==> src/rtl/tm1638_stimulus_keys_counter_n_if.sv <==
// Frame channel between the key-counter stimulus and the TM1638 driver.
// Latency: none, plain wires.
// Backpressure: o_Valid/o_Segments/o_Leds held by the master until i_Ready.
interface tm1638_stimulus_keys_counter_n_if;
  logic [7:0][7:0] o_Segments;  // [grid][segment], bin2led7 encoding
  logic [7:0]      o_Leds;      // [grid]
  logic            o_Valid;
  logic            i_Ready;

  modport master (output o_Segments, output o_Leds, output o_Valid, input i_Ready);
  modport slave  (input o_Segments, input o_Leds, input o_Valid, output i_Ready);
endinterface

==> src/rtl/tm1638_stimulus_keys_counter_n.sv <==
// Key-to-counter stimulus: per-digit modulo counters stepped by key pulses and hold-to-repeat, framed for the driver.
// Latency: count updates on the key edge; o_Valid rises on the next edge when the output FSM is idle.
// Backpressure: a frame is held until i_Ready; changes while pending coalesce into exactly one follow-up frame.
module tm1638_stimulus_keys_counter_n #(
  parameter int         NUM_DIGITS           = 8,
  parameter int         SPI_READ_WIDTH       = 32,
  parameter int         COUNT_MODULUS        = 16,
  parameter logic [7:0] DIR_MASK             = 8'h00,
  parameter int         REPEAT_DELAY_CYCLES  = 0,
  parameter int         REPEAT_PERIOD_CYCLES = 1,
  parameter int         REFRESH_CLK_CYCLES   = 0,
  parameter int         LED_MODE             = 0
) (
  input  logic                      i_Clk,
  input  logic                      i_Rst,
  input  logic [SPI_READ_WIDTH-1:0] i_Data_Pulse,
  input  logic [SPI_READ_WIDTH-1:0] i_Data_Level,
  input  logic                      i_Clear,
  tm1638_stimulus_keys_counter_n_if.master frame_if
);

  // Key bit i drives digit i; only the first eight key bits can map to a grid.
  localparam logic [3:0]  LAST    = 4'(COUNT_MODULUS - 1);
  localparam logic [31:0] DLY_END = 32'(REPEAT_DELAY_CYCLES - 1);
  localparam logic [31:0] PER_END = 32'(REPEAT_PERIOD_CYCLES - 1);
  localparam logic [31:0] REF_END = 32'(REFRESH_CLK_CYCLES - 1);

  typedef enum logic [1:0] {RPT_IDLE, RPT_DELAY, RPT_REPEAT} rpt_state_e;
  typedef enum logic       {OUT_IDLE, OUT_PEND} out_state_e;

  rpt_state_e      rpt_q [8];
  rpt_state_e      rpt_d [8];
  logic [31:0]     rtmr_q [8];
  logic [31:0]     rtmr_d [8];
  logic [3:0]      cnt_q [8];
  logic [3:0]      cnt_d [8];
  logic [7:0]      step;
  out_state_e      out_q, out_d;
  logic [7:0][7:0] seg_q, seg_d;
  logic [7:0]      led_q, led_d;
  logic            vld_q, vld_d;
  logic            dirty_q, dirty_d;
  logic [31:0]     ref_q, ref_d;
  logic            snap;
  logic [7:0][7:0] frame_seg;
  logic [7:0]      frame_led;

  logic unused_keys;
  assign unused_keys = ^{i_Data_Pulse[SPI_READ_WIDTH-1:8], i_Data_Level[SPI_READ_WIDTH-1:8]};

  function automatic logic [7:0] bin2led7(input logic [3:0] v);
    logic [7:0] r;
    r = 8'h00;
    case (v)
      4'h0: r = 8'h3F;  4'h1: r = 8'h06;  4'h2: r = 8'h5B;  4'h3: r = 8'h4F;
      4'h4: r = 8'h66;  4'h5: r = 8'h6D;  4'h6: r = 8'h7D;  4'h7: r = 8'h07;
      4'h8: r = 8'h7F;  4'h9: r = 8'h6F;  4'hA: r = 8'h77;  4'hB: r = 8'h7C;
      4'hC: r = 8'h39;  4'hD: r = 8'h5E;  4'hE: r = 8'h79;  4'hF: r = 8'h71;
      default: r = 8'h00;
    endcase
    return r;
  endfunction

  function automatic logic [3:0] step_val(input logic [3:0] v, input logic down);
    logic [3:0] r;
    if (down) r = (v == 4'd0) ? LAST : v - 4'd1;
    else      r = (v == LAST) ? 4'd0 : v + 4'd1;
    return r;
  endfunction

  // Per-digit repeat FSMs and counters; clear overrides any step on the same edge.
  always_comb begin
    step = '0;
    for (int i = 0; i < 8; i++) begin
      rpt_d[i]  = rpt_q[i];
      rtmr_d[i] = rtmr_q[i];
      cnt_d[i]  = cnt_q[i];
      if (i < NUM_DIGITS) begin
        case (rpt_q[i])
          RPT_IDLE: begin
            if (i_Data_Pulse[i]) begin
              step[i]   = 1'b1;
              rtmr_d[i] = '0;
              if (REPEAT_DELAY_CYCLES != 0) rpt_d[i] = RPT_DELAY;
            end
          end
          RPT_DELAY: begin
            if (!i_Data_Level[i]) begin
              rpt_d[i] = RPT_IDLE;
            end else if (rtmr_q[i] == DLY_END) begin
              step[i]   = 1'b1;
              rtmr_d[i] = '0;
              rpt_d[i]  = RPT_REPEAT;
            end else begin
              rtmr_d[i] = rtmr_q[i] + 32'd1;
            end
          end
          RPT_REPEAT: begin
            if (!i_Data_Level[i]) begin
              rpt_d[i] = RPT_IDLE;
            end else if (rtmr_q[i] == PER_END) begin
              step[i]   = 1'b1;
              rtmr_d[i] = '0;
            end else begin
              rtmr_d[i] = rtmr_q[i] + 32'd1;
            end
          end
          default: rpt_d[i] = RPT_IDLE;
        endcase
        if (step[i]) cnt_d[i] = step_val(cnt_q[i], DIR_MASK[i]);
      end
      if (i_Clear) begin
        cnt_d[i] = '0;
        rpt_d[i] = RPT_IDLE;
      end
    end
  end

  // Frame content built from the pre-edge counts; inactive grids stay blank and dark.
  always_comb begin
    frame_seg = '0;
    frame_led = '0;
    for (int g = 0; g < 8; g++) begin
      if (g < NUM_DIGITS) begin
        frame_seg[g] = bin2led7(cnt_q[g]);
        frame_led[g] = (LED_MODE == 1) ? i_Data_Level[g] : (cnt_q[g] != 4'd0);
      end
    end
  end

  // Output FSM: snapshot on dirty or refresh expiry, hold until accepted.
  always_comb begin
    out_d = out_q;
    seg_d = seg_q;
    led_d = led_q;
    vld_d = vld_q;
    ref_d = ref_q;
    snap  = 1'b0;
    case (out_q)
      OUT_IDLE: begin
        if (dirty_q || (REFRESH_CLK_CYCLES != 0 && ref_q == REF_END)) begin
          snap  = 1'b1;
          seg_d = frame_seg;
          led_d = frame_led;
          vld_d = 1'b1;
          ref_d = '0;
          out_d = OUT_PEND;
        end else if (REFRESH_CLK_CYCLES != 0) begin
          ref_d = ref_q + 32'd1;
        end
      end
      OUT_PEND: begin
        if (vld_q && frame_if.i_Ready) begin
          vld_d = 1'b0;
          out_d = OUT_IDLE;
        end
      end
      default: out_d = OUT_IDLE;
    endcase
    // A step on the snapshot edge is not in that frame, so it must keep dirty set.
    dirty_d = (dirty_q & ~snap) | (|step) | i_Clear;
  end

  // All state advances on the falling clock edge.
  always_ff @(negedge i_Clk) begin
    if (i_Rst) begin
      for (int i = 0; i < 8; i++) begin
        rpt_q[i]  <= RPT_IDLE;
        rtmr_q[i] <= '0;
        cnt_q[i]  <= '0;
      end
      out_q   <= OUT_IDLE;
      seg_q   <= '0;
      led_q   <= '0;
      vld_q   <= 1'b0;
      ref_q   <= '0;
      dirty_q <= 1'b1;
    end else begin
      for (int i = 0; i < 8; i++) begin
        rpt_q[i]  <= rpt_d[i];
        rtmr_q[i] <= rtmr_d[i];
        cnt_q[i]  <= cnt_d[i];
      end
      out_q   <= out_d;
      seg_q   <= seg_d;
      led_q   <= led_d;
      vld_q   <= vld_d;
      ref_q   <= ref_d;
      dirty_q <= dirty_d;
    end
  end

  assign frame_if.o_Segments = seg_q;
  assign frame_if.o_Leds     = led_q;
  assign frame_if.o_Valid    = vld_q;

endmodule

==> src/flat_wrapper.sv <==
// flat-port wrapper written by rule: the top's interface ports become plain ports
module tm1638_stimulus_keys_counter_n_flat 
#(
  parameter int         NUM_DIGITS           = 8,
  parameter int         SPI_READ_WIDTH       = 32,
  parameter int         COUNT_MODULUS        = 16,
  parameter logic [7:0] DIR_MASK             = 8'h00,
  parameter int         REPEAT_DELAY_CYCLES  = 0,
  parameter int         REPEAT_PERIOD_CYCLES = 1,
  parameter int         REFRESH_CLK_CYCLES   = 0,
  parameter int         LED_MODE             = 0
)
  (i_Clk, i_Rst, i_Data_Pulse, i_Data_Level, i_Clear, frame_if_o_Segments, frame_if_o_Leds, frame_if_o_Valid, frame_if_i_Ready);
  tm1638_stimulus_keys_counter_n_if frame_if_i ();
  input  logic i_Clk;
  input  logic i_Rst;
  input  logic [SPI_READ_WIDTH-1:0] i_Data_Pulse;
  input  logic [SPI_READ_WIDTH-1:0] i_Data_Level;
  input  logic i_Clear;
  output wire logic [$bits(frame_if_i.o_Segments)-1:0] frame_if_o_Segments;
  output wire logic [$bits(frame_if_i.o_Leds)-1:0] frame_if_o_Leds;
  output wire logic [$bits(frame_if_i.o_Valid)-1:0] frame_if_o_Valid;
  input wire logic [$bits(frame_if_i.i_Ready)-1:0] frame_if_i_Ready;
  assign frame_if_o_Segments = frame_if_i.o_Segments;
  assign frame_if_o_Leds = frame_if_i.o_Leds;
  assign frame_if_o_Valid = frame_if_i.o_Valid;
  assign frame_if_i.i_Ready = frame_if_i_Ready;
  tm1638_stimulus_keys_counter_n #(.NUM_DIGITS(NUM_DIGITS), .SPI_READ_WIDTH(SPI_READ_WIDTH), .COUNT_MODULUS(COUNT_MODULUS), .DIR_MASK(DIR_MASK), .REPEAT_DELAY_CYCLES(REPEAT_DELAY_CYCLES), .REPEAT_PERIOD_CYCLES(REPEAT_PERIOD_CYCLES), .REFRESH_CLK_CYCLES(REFRESH_CLK_CYCLES), .LED_MODE(LED_MODE)) u_core (.i_Clk(i_Clk), .i_Rst(i_Rst), .i_Data_Pulse(i_Data_Pulse), .i_Data_Level(i_Data_Level), .i_Clear(i_Clear), .frame_if(frame_if_i));
endmodule
==> config.mk <==
export PLATFORM = sky130hd
export DESIGN_NAME = tm1638_stimulus_keys_counter_n_flat
export DESIGN_NICKNAME = d
export VERILOG_FILES = /design/src/rtl/tm1638_stimulus_keys_counter_n_if.sv /design/src/rtl/tm1638_stimulus_keys_counter_n.sv /design/src/flat_wrapper.sv
export SDC_FILE = /design/constraint.sdc
export NUM_CORES = 1
export LEC_CHECK = 0
export ABC_AREA = 1
export CORE_MARGIN = 2
export CORE_UTILIZATION = 30
export CTS_CLUSTER_DIAMETER = 150
export DETAILED_ROUTE_END_ITERATION = 6
export MAX_ROUTING_LAYER = met4
export PLACE_DENSITY_LB_ADDON = 0.25
export SYNTH_ARGS = -nofsm -noshare
export SYNTH_HDL_FRONTEND = slang
export SYNTH_SLANG_ARGS = --single-unit
==> constraint.sdc <==
create_clock -name i_Clk -period 1.55 [get_ports i_Clk]
set_input_delay 0.2325 -clock i_Clk [delete_from_list [all_inputs] [get_ports i_Clk]]
set_output_delay 0.2325 -clock i_Clk [all_outputs]
set_load 0.1 [all_outputs]
-- Word level (Yosys, flattened, before mapping)
Memories as Yosys holds them, arrays and structs flattened. A register that Yosys moved wholly into a read port is not among the register bits.
Cells that the tools add are included.
- flip-flop bits (word level): 75
- bits in writable memories: 304
- logic and storage cells: 324
- ROM bits: 896
- memories: 11
- add/subtract/negate cells: 16
- equal/unequal tests: 34
- bitwise logic cells: 29
- multiplexer cells: 194
- reductions and logical operators: 28
- memory list (memory ; depth ; width ; read ports ; clocked after memory_dff ; wr ports ; RTL line ; RTL):
    u_core.rtmr_q ; 8 ; 32 ; 8 ; 0 ; 8 ; tm1638_stimulus_keys_counter_n.sv:33 ; logic [31:0] rtmr_q [8];
    (no name shown) ; 16 ; 7 ; 1 ; 1 ; 0 ; tm1638_stimulus_keys_counter_n.sv:54 ; case (v)
    (no name shown) ; 16 ; 7 ; 1 ; 1 ; 0 ; tm1638_stimulus_keys_counter_n.sv:54 ;
    (no name shown) ; 16 ; 7 ; 1 ; 1 ; 0 ; tm1638_stimulus_keys_counter_n.sv:54 ;
    (no name shown) ; 16 ; 7 ; 1 ; 1 ; 0 ; tm1638_stimulus_keys_counter_n.sv:54 ;
    (no name shown) ; 16 ; 7 ; 1 ; 1 ; 0 ; tm1638_stimulus_keys_counter_n.sv:54 ;
    +5 memories ; - ; - ; - ; - ; - ; - ;
- operators by type and width (kind ; count):
    32-bit two-way mux ; 48
    32-bit case mux with 3 select lines ; 8
    32-bit by 1-bit adder with 32-bit output (second input constant) ; 8
    32-bit equality test (second input constant) ; 8
    32-bit zero test ; 8
    4-bit two-way mux ; 32
    2-bit two-way mux ; 40
    1-bit two-way mux ; 48
    2-bit case mux with 3 select lines ; 8
    4-bit by 1-bit adder with 4-bit output (second input constant) ; 8
    4-bit equality test (second input constant) ; 8
    4-bit nonzero test ; 8
    1-bit OR ; 26
    1-bit case mux with 3 select lines ; 8
    2-bit by 1-bit equality test with 1-bit output (second input constant) ; 8
    2-bit equality test (second input constant) ; 8
    2-bit zero test ; 8
    8-bit OR reduction ; 1
    1-bit case mux with 2 select lines ; 2
    2-bit AND reduction ; 2
    2-bit by 1-bit != test with 1-bit output (second input constant) ; 1
    2-bit != test (second input constant) ; 1
    1-bit inverter ; 2
    1-bit AND ; 1
    1-bit logical AND ; 1

-- Logic depth before layout (Yosys ltp)
An unclocked memory read counts as a cell.
- word-level depth: 8
- mapped depth: 9
- mapped depth without buffers: 9

==> flow_metrics.py <==
metrics = {
    "grt": {
        "use_met1_pct": 19.34,
        "grt_pass1_wl_um": 26000,
        "grt_max_degree": 50,
        "overflow": 0,
        "grt_util_met2_pct": 24.41,
        "grt_util_all_layers_pct": 16.02,
        "grt_antenna_before_repair": 1,
        "grt_pass1_vias": 5798,
        "use_met3_pct": 5.485,
        "grt_busiest_layer": "met2",
    },
    "layout": {
        "fillers": 1890,
        "fin_nets": 1164,
        "syn2layout_area_growth_pct": 50.44,
        "fin_cells": 1272,
        "drive_gt1_share_pct": 21.12,
        "final_util_pct": 45.99,
    },
    "floorplan": {
        "fp.dieArea_um2": 20250,
        "core_um2": 18770,
        "start_util_pct": 30.57,
        "die_x_um": 142.3,
        "rows": 50,
        "die_h_um": 142.3,
        "pin_count": 141,
    },
    "clock_tree": {
        "holdBufCountCts": 0,
        "cts_inserted_buffers": 9,
        "clkTransAtPathRegs_ns": 0.05,
        "insertion_delay_ns": 0.42,
        "clock_path_buffers": 2,
        "htree_levels": 3,
        "cts_tree": "done",
        "root_buffer": "clkbuf_16",
        "clock-sinks": 99,
    },
    "timing": {
        "timing.final.setup_violations": 65,
        "fin_ws_ns": -0.4017,
        "fin_skew_ns": 0.01760,
        "hold_viol": 0,
        "slew_viol_final": 0,
        "grt_setup_unrepaired": "yes",
    },
    "placed_design": {
        "placed_cells": 1152,
        "numPortBuffers": 76,
        "place_hpwl_um": 10620,
        "gp_congestion": 0.8361,
    },
    "drt": {
        "vias": 5832,
        "routed_wl_um": 15150,
        "via_per_inst": 4.585,
        "postRouteAntennaNets": 0,
        "drtPass1Iterations": 5,
        "wl_per_cell_um": 11.91,
        "drcViolationCount": 0,
        "drt_iter0_drc": 320,
    },
    "yosys": {
        "synth_edf_count": 0,
        "synth-main-ff-cell": "dfxtp_1",
        "avgSynthCellArea_um2": 6.922,
        "synth-seq-area-share_pct": 34.54,
        "netlist-cell-type-count": 23,
        "syn_area_um2": 5738,
        "ys_ff_latch": 99,
        "yosysWarnings": 0,
        "ys_async_sr_fraction_pct": 0,
        "synth_cells": 829,
    },
    "power": {
        "report.power.total_mw": 8.494,
        "powerDensity_nw_per_um2": 984.0,
        "irDropWorstVdd_v": 0.0005245,
        "power.leakage_nw": 4.247,
    },
    "setup_path": {
        "crit_type": "reg -> out",
        "critPathTopFamily": "flip-flops",
        "crit_path_cell_trace": "buf_12",
        "critPathBufInv": 1,
        "critPathMaxFanout": 2,
        "arrival_ns": 1.72,
        "crit_slowest_cell": "dfxtp_4",
        "setup.worst_path.end_class": "output pin",
        "start_kind": "flop",
        "critPathRequiredTime_ns": 1.32,
        "cp_slowest_stage_delay_ns": 0.35,
    },
    "run": {
        "cap_violations": 0,
    },
    "hold_path": {
        "hp-class": "reg -> reg",
    },
    "run_status": {
        "status": "finished with violations",
        "violations": "setup timing",
    },
}
layer usage:
layer | routed length (um) | part of all wire, %
met1 | 7161 | 47
met4 | 169 | 1.1
met5 | 0 | 0
met3 | 613 | 4.0
met2 | 7205 | 48
cell usage after synthesis (8+ instances only):
master	number	area, um^2
a31oi_1	11	68.82
o21ai_0	94	470.5
buf_4	12	90.09
nand2_1	186	698.2
dfxtp_1	99	1982
o211ai_1	8	60.06
ha_1	64	800.8
nor3_1	8	40.04
a21oi_1	78	390.4
buf_2	19	95.09
nor2_1	82	307.8
nand3_1	51	255.2
clkbuf_1	11	41.29
inv_1	89	334.1
logic make-up after synthesis:
kind of cell    after synthesis  synth area share (%)
other cells                   1               0.06535
buf+inv                     135                 10.10
flops                        99                 34.54
simple gates                337                 23.86
compound gates              193                 17.49
fa+ha+maj                    64                 13.96
power breakdown:
| group | total (mW) | switching, mW | internal [mW] |
|---|---|---|---|
| logic | 2.27 | 1.50 | 0.768 |
| clock network | 3.36 | 1.75 | 1.61 |
| registers | 2.86 | 0.156 | 2.71 |
layout make-up:
cell class | count | area, um^2 | share of cell area [%]
Multi-Input combinational cell | 602 | 3241 | 37.54
Sequential cell | 99 | 2226 | 25.79
Timing Repair Buffer | 132 | 1858 | 21.52
Clock inverter | 106 | 446.7 | 5.175
Inverter | 89 | 340.3 | 3.943
Tap cell | 234 | 292.8 | 3.392
Clock buffer | 9 | 225.2 | 2.609
Antenna cell | 1 | 2.502 | 0.02899
repair_timing:
action / CTS / global route
endpoints found under the hold margin: 0 / 0
pin swaps: 1 / 2
gates resized for setup: 26 / 9
endpoints found under the setup margin: 164 / 91
cloned: 1 / 0
buffers inserted: 3 / 1
path summary, 6_finish.rpt:
check	depth (start not counted)	slack [ns]	from	end
setup / recovery	1	-0.40	u_core.frame_if.o_Segments[34]$_SDFFE_NP0P_	frame_if_o_Segments[34]
hold / removal	2	0.50	u_core.frame_if.o_Leds[4]$_SDFFE_NP0P_	u_core.frame_if.o_Leds[4]$_SDFFE_NP0P_
setup reg to reg	6	0.15	u_core.cnt_q[0][4]$_SDFFE_NP0P_	u_core.frame_if.o_Segments[11]$_SDFFE_NP0P_
hold reg to reg	2	0.50	u_core.frame_if.o_Leds[4]$_SDFFE_NP0P_	u_core.frame_if.o_Leds[4]$_SDFFE_NP0P_
metrics by stage:
step	hold slack (ns)	instance area [um^2]	setup TNS (ns)	setup WS, ns
global route	0.5123	8632	-27.14	-0.4412
detailed placement	0.4927	7903	-70.61	-0.8544
floorplan	0.4930	6042	-0.1902	-0.1001
finish	0.4965	8632	-24.89	-0.4017
global placement	0.4878	7903	-70.05	-0.8397
CTS	0.5022	8636	-26.11	-0.4204
placed cells by master (no fill, tap or decap), drive strengths merged:
cell           Yosys  layout
dfxtp             99      99
o22ai              1       1
nand2            186     186
clkbuf            14      12
nand3             51      51
nand4              4       4
a31oi             11      11
or2                4       4
conb               1       8
nor3               8       8
o21ai             94      94
clkinv             0       2
a21oi             78      78
dlygate4sd2        0       6
clkdlybuf4s50      0       1
a211oi             1       1
clkinvlp           0       1
diode              0       1
nor4               1       1
o211ai             8       8
bufinv             0       1
inv               90     191
nor2              83      83
buf               31     122
ha                64      64
sequential cells by signal, indices dropped and copies added (netlist names):
signal                      flops
u_core.cnt_q                   32
u_core.dirty_q                  1
u_core.out_q                    1
u_core.frame_if.o_Segments     56
u_core.frame_if.o_Valid         1
u_core.frame_if.o_Leds          8
Power figures use the tool's default switching activity.
